$ cat config.mk
export PLATFORM = sky130hd
export DESIGN_NAME = uart_tx_arbiter
export DESIGN_NICKNAME = d
export VERILOG_FILES = /design/src/rtl/uart_tx_arbiter.sv
export SDC_FILE = /design/constraint.sdc
export NUM_CORES = 1
export LEC_CHECK = 0
export CORE_MARGIN = 3
export CORE_UTILIZATION = 40
export DETAILED_ROUTE_END_ITERATION = 8
export PLACE_DENSITY = 0.71
export RECOVER_POWER = 100
export SLEW_MARGIN = 20
export SYNTH_ARGS = -nofsm -noshare
export SYNTH_HDL_FRONTEND = slang
export SYNTH_SLANG_ARGS = --single-unit
$ cat constraint.sdc
create_clock -name clk -period 4.9 [get_ports clk]
set_input_delay 0.98 -clock clk [delete_from_list [all_inputs] [get_ports clk]]
set_output_delay 0.98 -clock clk [all_outputs]
set_load 0.01 [all_outputs]
$ cat src/rtl/uart_tx_arbiter.sv
// uart_tx_arbiter: packet-level round-robin arbiter that shares one UART TX
// byte port among NUM_REQ requesters. A grant is held for a whole packet
// (closed by last) so bytes from different sources never interleave. A stall
// watchdog revokes a grant whose owner stops supplying bytes mid-packet.
module uart_tx_arbiter #(
  parameter int NUM_REQ = 4,
  parameter int DATA_W  = 8,
  parameter int TIMEOUT = 1_000_000
) (
  input  logic                        clk,
  input  logic                        rst_n,
  input  logic [NUM_REQ-1:0]          req_valid,
  input  logic [NUM_REQ*DATA_W-1:0]   req_data,
  input  logic [NUM_REQ-1:0]          req_last,
  output logic [NUM_REQ-1:0]          req_ready,
  output logic [DATA_W-1:0]           tx_data,
  output logic                        tx_valid,
  input  logic                        tx_ready,
  output logic [$clog2(NUM_REQ)-1:0]  grant_id,
  output logic                        busy,
  output logic                        timeout_err
);

  localparam int ID_W  = $clog2(NUM_REQ);
  localparam int CNT_W = (TIMEOUT > 0) ? $clog2(TIMEOUT + 1) : 1;
  localparam logic [CNT_W-1:0] CNT_LIMIT = CNT_W'(TIMEOUT);

  typedef enum logic {
    IDLE   = 1'b0,
    STREAM = 1'b1
  } state_t;

  state_t            state_q, state_d;
  logic [ID_W-1:0]   grant_q, grant_d;
  logic [ID_W-1:0]   rr_q, rr_d;
  logic [CNT_W-1:0]  stall_q, stall_d;
  logic              terr_q, terr_d;
  logic [ID_W:0]     pick;
  logic              sel_valid, sel_last, handshake;

  // First asserted request at or after ptr, wrapping; returns {found, index}.
  function automatic logic [ID_W:0] rr_pick(input logic [NUM_REQ-1:0] v,
                                            input logic [ID_W-1:0]    ptr);
    logic [ID_W:0] r;
    int            idx;
    r = '0;
    for (int k = NUM_REQ - 1; k >= 0; k--) begin
      idx = (int'(ptr) + k) % NUM_REQ;
      if (v[idx]) r = {1'b1, ID_W'(idx)};
    end
    return r;
  endfunction

  // Pointer to the requester after g, wrapping NUM_REQ-1 back to 0.
  function automatic logic [ID_W-1:0] next_ptr(input logic [ID_W-1:0] g);
    if (int'(g) == NUM_REQ - 1) return '0;
    return g + 1'b1;
  endfunction

  // The granted requester drives the TX port directly; no path from the others.
  assign sel_valid   = req_valid[grant_q];
  assign sel_last    = req_last[grant_q];
  assign tx_data     = req_data[grant_q*DATA_W +: DATA_W];
  assign grant_id    = grant_q;
  assign busy        = (state_q == STREAM);
  assign timeout_err = terr_q;

  // Next-state, grant, watchdog and handshake steering.
  always_comb begin
    state_d   = state_q;
    grant_d   = grant_q;
    rr_d      = rr_q;
    stall_d   = stall_q;
    terr_d    = 1'b0;
    tx_valid  = 1'b0;
    req_ready = '0;
    handshake = 1'b0;
    pick      = rr_pick(req_valid, rr_q);
    case (state_q)
      IDLE: begin
        if (pick[ID_W]) begin
          grant_d = pick[ID_W-1:0];
          stall_d = '0;
          state_d = STREAM;
        end
      end
      STREAM: begin
        tx_valid           = sel_valid;
        req_ready[grant_q] = tx_ready;
        handshake          = sel_valid && tx_ready;
        if (handshake) begin
          // An accepted byte always beats a watchdog expiry in the same cycle.
          stall_d = '0;
          if (sel_last) begin
            state_d = IDLE;
            rr_d    = next_ptr(grant_q);
          end
        end else if ((TIMEOUT > 0) && (stall_q == CNT_LIMIT)) begin
          state_d = IDLE;
          rr_d    = next_ptr(grant_q);
          stall_d = '0;
          terr_d  = 1'b1;
        end else if ((TIMEOUT > 0) && !sel_valid) begin
          // Only an absent owner counts; a stalled UART is not its fault.
          stall_d = stall_q + 1'b1;
        end
      end
      default: state_d = IDLE;
    endcase
  end

  // State, grant, round-robin pointer, stall counter and abort pulse registers.
  always_ff @(posedge clk or negedge rst_n) begin
    if (!rst_n) begin
      state_q <= IDLE;
      grant_q <= '0;
      rr_q    <= '0;
      stall_q <= '0;
      terr_q  <= 1'b0;
    end else begin
      state_q <= state_d;
      grant_q <= grant_d;
      rr_q    <= rr_d;
      stall_q <= stall_d;
      terr_q  <= terr_d;
    end
  end

endmodule

==> run metrics, run 1 <==
via count around 1.7k; Mapped Cells 190; CP peak stage delay 0.61 ns; HPWL Detailed about 3.8 mm; CP top delay family buffers and inverters; Layout area overhead 36.0%; switching share of power 36.9%; TritonCTS clock tree built; DRT Pass-1 Iters 4; max-capacitance violation count 0; Fmax achieved approximately 260 MHz; height of the die ~74 um; initial core utilization 42.0%; final hold vios 0; number of global-route vias before repair ~1.7k; final wirelength 4.78 mm; synthesized area between 1500 and 2000 um2; Post-CTS Resized 0; cts bufs inserted 3; CP required roughly 4 ns; largest cells by area after synthesis dfrtp_1, mux4_2, a21oi_1; Slew Viols, Final 0; crit path buf inv count 2; total negative slack 0 ns; first-pass GRT wire length just over 8 mm; grt ovf 0; CTS root buf clkbuf_8; layout cells sized above 1 slightly above 8%; RSZ-0062 raised after global routing no; CP Max Fanout 6; Final min period between 3 and 4 ns; Final Total Pwr between 0.0008 and 0.0009 W; Total Routing Usage GR between 10% and 20%; WL/cell 16.0 um; Final ANT Viol Nets 0; sequential fraction of the synthesis area 34.9%; Slowest cell on crit path dlygate4sd3_1; Sequential Power Share around 36%; # diodes 0; Hold WC Path Type flop to flop; Slew HR 6.74%; # port buffers 59; crit path setup slack, layout 1.01 ns; Syn Area/Cell 9.83 um2; First DRT Iteration DRCs 80; pwr/cell area 349 nW/um2; DRC viols 0; clock latency on the worst-skew pair about 0.27 ns; Final setup viols 0; synth unique cells 44; worst-margin pin slew about 1.4 ns; I/O pin count 60; status completed; Yosys top cell by area dfrtp_1; Yosys top cell area share a little over a third; Primary FF master, synth dfrtp_1; drt via density 5.78; CP endpoint kind output pin; clock power share between 10% and 20%; hold buffers post-CTS 0; startpoint types primary input; P_sw 0.000327 W; CTS clk-pin slew, worst paths around 0.09 ns; post-synth net total 239; largest net degree at the start of global routing 34; row count 24; Synth Warn # 0; Critical Path AT approximately 2.9 ns; Leak 1.06 nW; layout net count slightly below 300; asr flop ratio synth between 90% and 100%; fin crit share 79.5%; P_int 0.000559 W; VDD IR-drop max 0.164 mV; Synth Register Bits 26; number of H-tree levels 1; Die ar. 5520 um2; core area 4440 um2; Die Wd about 74 um; CTS sink cnt 26; logic gate share of total power 48.7%; # Post-CTS Setup Buffers 0; Worst Clk Skew 0.00271 ns; critical path, cell by cell dlygate4sd3_1 -> mux4_2 -> and2_1 -> dlygate4sd3_1; kind of critical path primary input to output pin; EDFF count, synth 0; number of antenna violations at the first check in global routing 0; CTS max path bufs 2; Most common cell on crit path dlygate4sd3_1; GP Congestion about 0.76; Setup WS pre-CTS 1.20 ns
-- power groups by stage --
stage          clock network [W]  registers (W)  logic [W]
2_1_floorplan                  0       0.000288   0.000292
3_3_place_gp                   0       0.000321   0.000452
3_5_place_dp                   0       0.000323   0.000462
4_1_cts                 0.000143       0.000319   0.000462
5_1_grt                 0.000152       0.000329   0.000469
6_report                0.000138       0.000317   0.000431
-- logic make-up after synthesis --
logic type | Yosys count | synth area share (%)
and+or+nand+nor | 80 | 25.0
buffers and inverters | 15 | 3.69
muxes | 14 | 14.6
adders and majority gates | 6 | 4.02
DFF | 26 | 34.9
AOI/OAI and AO/OA | 49 | 17.8
-- synth_stat cells, drive strengths merged, types with 2 or more instances --
cell type / instances
nand4: 4
o31ai: 5
buf: 7
and3: 8
mux2: 3
mux4: 10
nor2: 6
nand2: 17
nor3: 4
nor4b: 4
nand3: 11
and2: 4
nor2b: 2
a221o: 3
or4: 6
o21ai: 11
or3: 8
a21oi: 17
a22o: 3
ha: 6
dfrtp: 26
inv: 7
o21bai: 2
-- cell usage in the layout (no fill, tap or decap), types with 7 or more instances in the layout --
cell type	instances
clkdlybuf4s50_1	40
dlygate4sd3_1	19
a21oi_1	16
inv_1	7
nand3_1	11
dfrtp_1	26
and3_1	8
nand2_1	17
mux4_2	9
or3_1	8
o21ai_0	11
-- per-stage QoR --
| step | util (%) | instances | cell area [um2] | hold WS, ns |
|---|---|---|---|---|
| 2_1_floorplan | - | 190 | 1870 | 0.513 |
| 3_3_place_gp | 56.1 | 295 | 2490 | 0.546 |
| 3_5_place_dp | 56.1 | 295 | 2490 | 0.554 |
| 4_1_cts | 57.4 | 299 | 2550 | 0.569 |
| 5_1_grt | 57.1 | 299 | 2540 | 0.592 |
| 6_report | 57.1 | 299 | 2540 | 0.563 |
-- registers in the layout, indices dropped and copies added, names as in the netlist --
name / flops
stall_q: 20
grant_id: 2
rr_q: 2
busy: 1
timeout_err: 1
-- path summary, 6_finish.rpt --
check                             start  slack (ns)          end  cells past startpoint
max in group asynchronous         rst_n        2.53  stall_q[16]                      2
min                             rr_q[0]        0.56      rr_q[0]                      1
min reg2reg                     rr_q[0]        0.56      rr_q[0]                      1
min in group asynchronous         rst_n        1.56  stall_q[19]                      2
max reg2reg                 grant_id[0]        2.14   stall_q[9]                      5
max                        req_valid[1]        1.01     tx_valid                      4
-- area by class of cell --
| cell class | count | area [um2] |
|---|---|---|
| Fill cell | 429 | 1910 |
| Multi-Input combinational cell | 149 | 1140 |
| Sequential cell | 26 | 651 |
| Timing Repair Buffer | 61 | 598 |
| Tap cell | 52 | 65.1 |
| Clock buffer | 4 | 55.1 |
| Inverter | 7 | 26.3 |
-- routing by layer --
layer | global-route usage [%] | part of all wire [%] | vias up
li1 | - | - | 852
met1 | 25.1 | 45 | 855
met2 | 33.7 | 53 | 19
met3 | 3.24 | 1.9 | 2
met4 | 1.78 | 0.21 | 0
met5 | 0 | 0 | -
No activity file was read; power rests on OpenSTA's default activity.
==> run 2, diff against run 1 <==
==> constraint.sdc (replaced) <==
create_clock -name clk -period 3.7 [get_ports clk]
set_input_delay 0.74 -clock clk [delete_from_list [all_inputs] [get_ports clk]]
set_output_delay 0.74 -clock clk [all_outputs]
set_load 0.01 [all_outputs]
==> run metrics, run 2 (synthesis results as in run 1) <==
stages on the worst setup path 4 (unchanged); Post-CTS Resized 0 (unchanged); Fin Hold WS 0.577 ns (was 0.563 ns); CP endpoint kind output pin (unchanged); core area 4440 um2 (unchanged); # Post-CTS Setup Buffers 0 (unchanged); Fillers 419 (was 429); kind of critical path primary input to output pin (unchanged); row count 24 (unchanged); initial core utilization 42.0% (unchanged); Seq. cell area 651 um2 (unchanged); Critical Path AT 2.67 ns (was 2.91 ns); fin crit share 92.0%; Worst Clk Skew 0.00351 ns (was 0.00271 ns); I/O pin count 60 (unchanged); Final setup viols 0 (unchanged); Fmax achieved 294 MHz; highest metal used met4 (unchanged); fin util 57.0% (was 57.1%); crit path setup slack, layout 0.294 ns (was 1.01 ns); wire length on met2 2.55 mm (was 2.52 mm); Die Wd 74.3 um (unchanged); CTS root buf clkbuf_8 (unchanged); number of H-tree levels 1 (unchanged); CTS max path bufs 2 (unchanged); RSZ-0062 raised after global routing no (unchanged); Layout area overhead 35.7% (was 36.0%); cts bufs inserted 3 (unchanged); final wirelength 4.91 mm (was 4.78 mm); TritonCTS clock tree built (unchanged); Final Total Pwr 0.00117 W (was 0.000886 W); most common cell after layout, fill and taps aside clkdlybuf4s50_1 (unchanged); Leak 1.05 nW (was 1.06 nW); Total Routing Usage GR 18.8% (was 18.9%); layout net count 299 (was 297); # diodes 0 (unchanged); height of the die 74.3 um (unchanged); total negative slack 0 ns (unchanged); Hold WC Path Type flop to flop (unchanged); hold buffers post-CTS 0 (unchanged); Slowest cell on crit path dlygate4sd3_1 (unchanged); multi-input logic area 1140 um2 (unchanged); CTS clk-pin slew, worst paths 0.09 ns (about the same); DRC viols 0 (unchanged); # port buffers 59 (unchanged); clock latency on the worst-skew pair 0.27 ns (about the same); most frequent cells in the layout clkdlybuf4s50_1, dfrtp_1, nand2_1, a21oi_1, dlygate4sd3_1 (was clkdlybuf4s50_1, dfrtp_1, dlygate4sd3_1, nand2_1, a21oi_1); R2R Path End stall_q[10] (was stall_q[9]); GP Congestion 0.773 (was 0.764); max reg flops 20 (unchanged); critical path, cell by cell dlygate4sd3_1 -> mux4_2 -> and2_1 -> dlygate4sd3_1 (unchanged); first-pass GRT wire length 7.96 mm (was 8.19 mm); VDD IR-drop max 0.271 mV (was 0.164 mV); grt ovf 0 (unchanged); CTS sink cnt 26 (unchanged); CP Max Fanout 6 (unchanged); crit path buf inv count 2 (unchanged); Setup WS pre-CTS 0.485 ns (was 1.20 ns); pwr/cell area 462 nW/um2 (was 349 nW/um2); Final ANT Viol Nets 0 (unchanged); CP peak stage delay 0.60 ns (was 0.61 ns); startpoint types primary input (unchanged); DRT met1 WL 2.26 mm (was 2.16 mm); worst reg2reg setup slack 1.08 ns (was 2.14 ns); Critical Path Start req_valid[1] (unchanged); Die ar. 5520 um2 (unchanged); Slew Viols, Final 0 (unchanged); HPWL Detailed 3.83 mm (was 3.77 mm); status completed (unchanged); First DRT Iteration DRCs 105 (was 80); worst r2r path cells 6 (was 5); Hold Crit Depth 2 (was 1); CP top delay family buffers and inverters (unchanged); Final min period 3.41 ns; largest net degree at the start of global routing 27 (was 34); Reg-to-Reg Start grant_id[1] (was grant_id[0]); via count 1689 (was 1728); CP required 2.96 ns (was 3.92 ns); metal3 WL 79 um (was 91 um); number of antenna violations at the first check in global routing 0 (unchanged); WL/cell 16.4 um (was 16.0 um); number of global-route vias before repair 1589 (was 1656); Most common cell on crit path dlygate4sd3_1 (unchanged); worst-margin pin slew 1.43 ns (was 1.40 ns); most flop-heavy register stall_q (unchanged); crit path to tx_valid (unchanged); Slew HR 4.86% (was 6.74%); max-capacitance violation count 0 (unchanged); layout cells sized above 1 7.66% (was 8.10%); final hold vios 0 (unchanged); DRT Pass-1 Iters 5 (was 4); drt via density 5.63 (was 5.78)
[run 2: cell types whose count changed in the layout (fill, tap and decap cells not counted)]
cell / change
clkbuf_1: +2
clkbuf_8: -1
clkdlybuf4s50_1: +6
dlygate4sd3_1: -6
[run 2: how the worst min path moves through the flow]
stage	start	end	slack, ns
global placement	stall_q[13]	stall_q[13]	0.55
finish	stall_q[18]	stall_q[18]	0.58
CTS	stall_q[18]	stall_q[18]	0.58
detailed placement	rr_q[0]	rr_q[0]	0.56
floorplan	rst_n	busy	0.44
global route	stall_q[13]	stall_q[13]	0.60
[run 2: tightest hold or removal path, stage by stage (launching register included)]
cell	delay, ns
dfrtp_1	0.41
o31ai_1	0.09
a21oi_2	0.05
[run 2: area by class of cell]
type	instances	share of cell area, %
Tap cell	52	2.57
Timing Repair Buffer	63	23.9
Multi-Input combinational cell	149	45.2
Sequential cell	26	25.7
Inverter	7	1.04
Clock buffer	3	1.63
[run 2: power by group]
group / leakage (nW) / total, W / internal (W) / switching, W
clock: 0.0216 / 0.000160 / 0.0000730 / 0.0000874
sequential: 0.348 / 0.000402 / 0.000323 / 0.0000797
combinational: 0.682 / 0.000606 / 0.000336 / 0.000270
[run 2: per-stage QoR]
stage          instance area (um2)  instances
4_1_cts                       2550        300
3_5_place_dp                  2510        297
2_1_floorplan                 1870        190
6_report                      2530        300
3_3_place_gp                  2510        297
5_1_grt                       2530        300
[run 2: metal layers]
layer | vias to the layer above | global-route usage (%)
met3 | 2 | 3.24
met1 | 815 | 26.0
met4 | 0 | 2.37
met5 | - | 0
met2 | 18 | 32.0
li1 | 854 | -
==> run 3, diff against run 2 <==
--- a/config.mk
+++ b/config.mk
@@ -5,6 +5,7 @@
 export SDC_FILE = /design/constraint.sdc
 export NUM_CORES = 1
 export LEC_CHECK = 0
+export CAP_MARGIN = 20
 export CORE_MARGIN = 3
 export CORE_UTILIZATION = 40
 export DETAILED_ROUTE_END_ITERATION = 8
==> results of run 3 <==
Same layout as run 2: the final DEF is identical, and so are final timing and power.
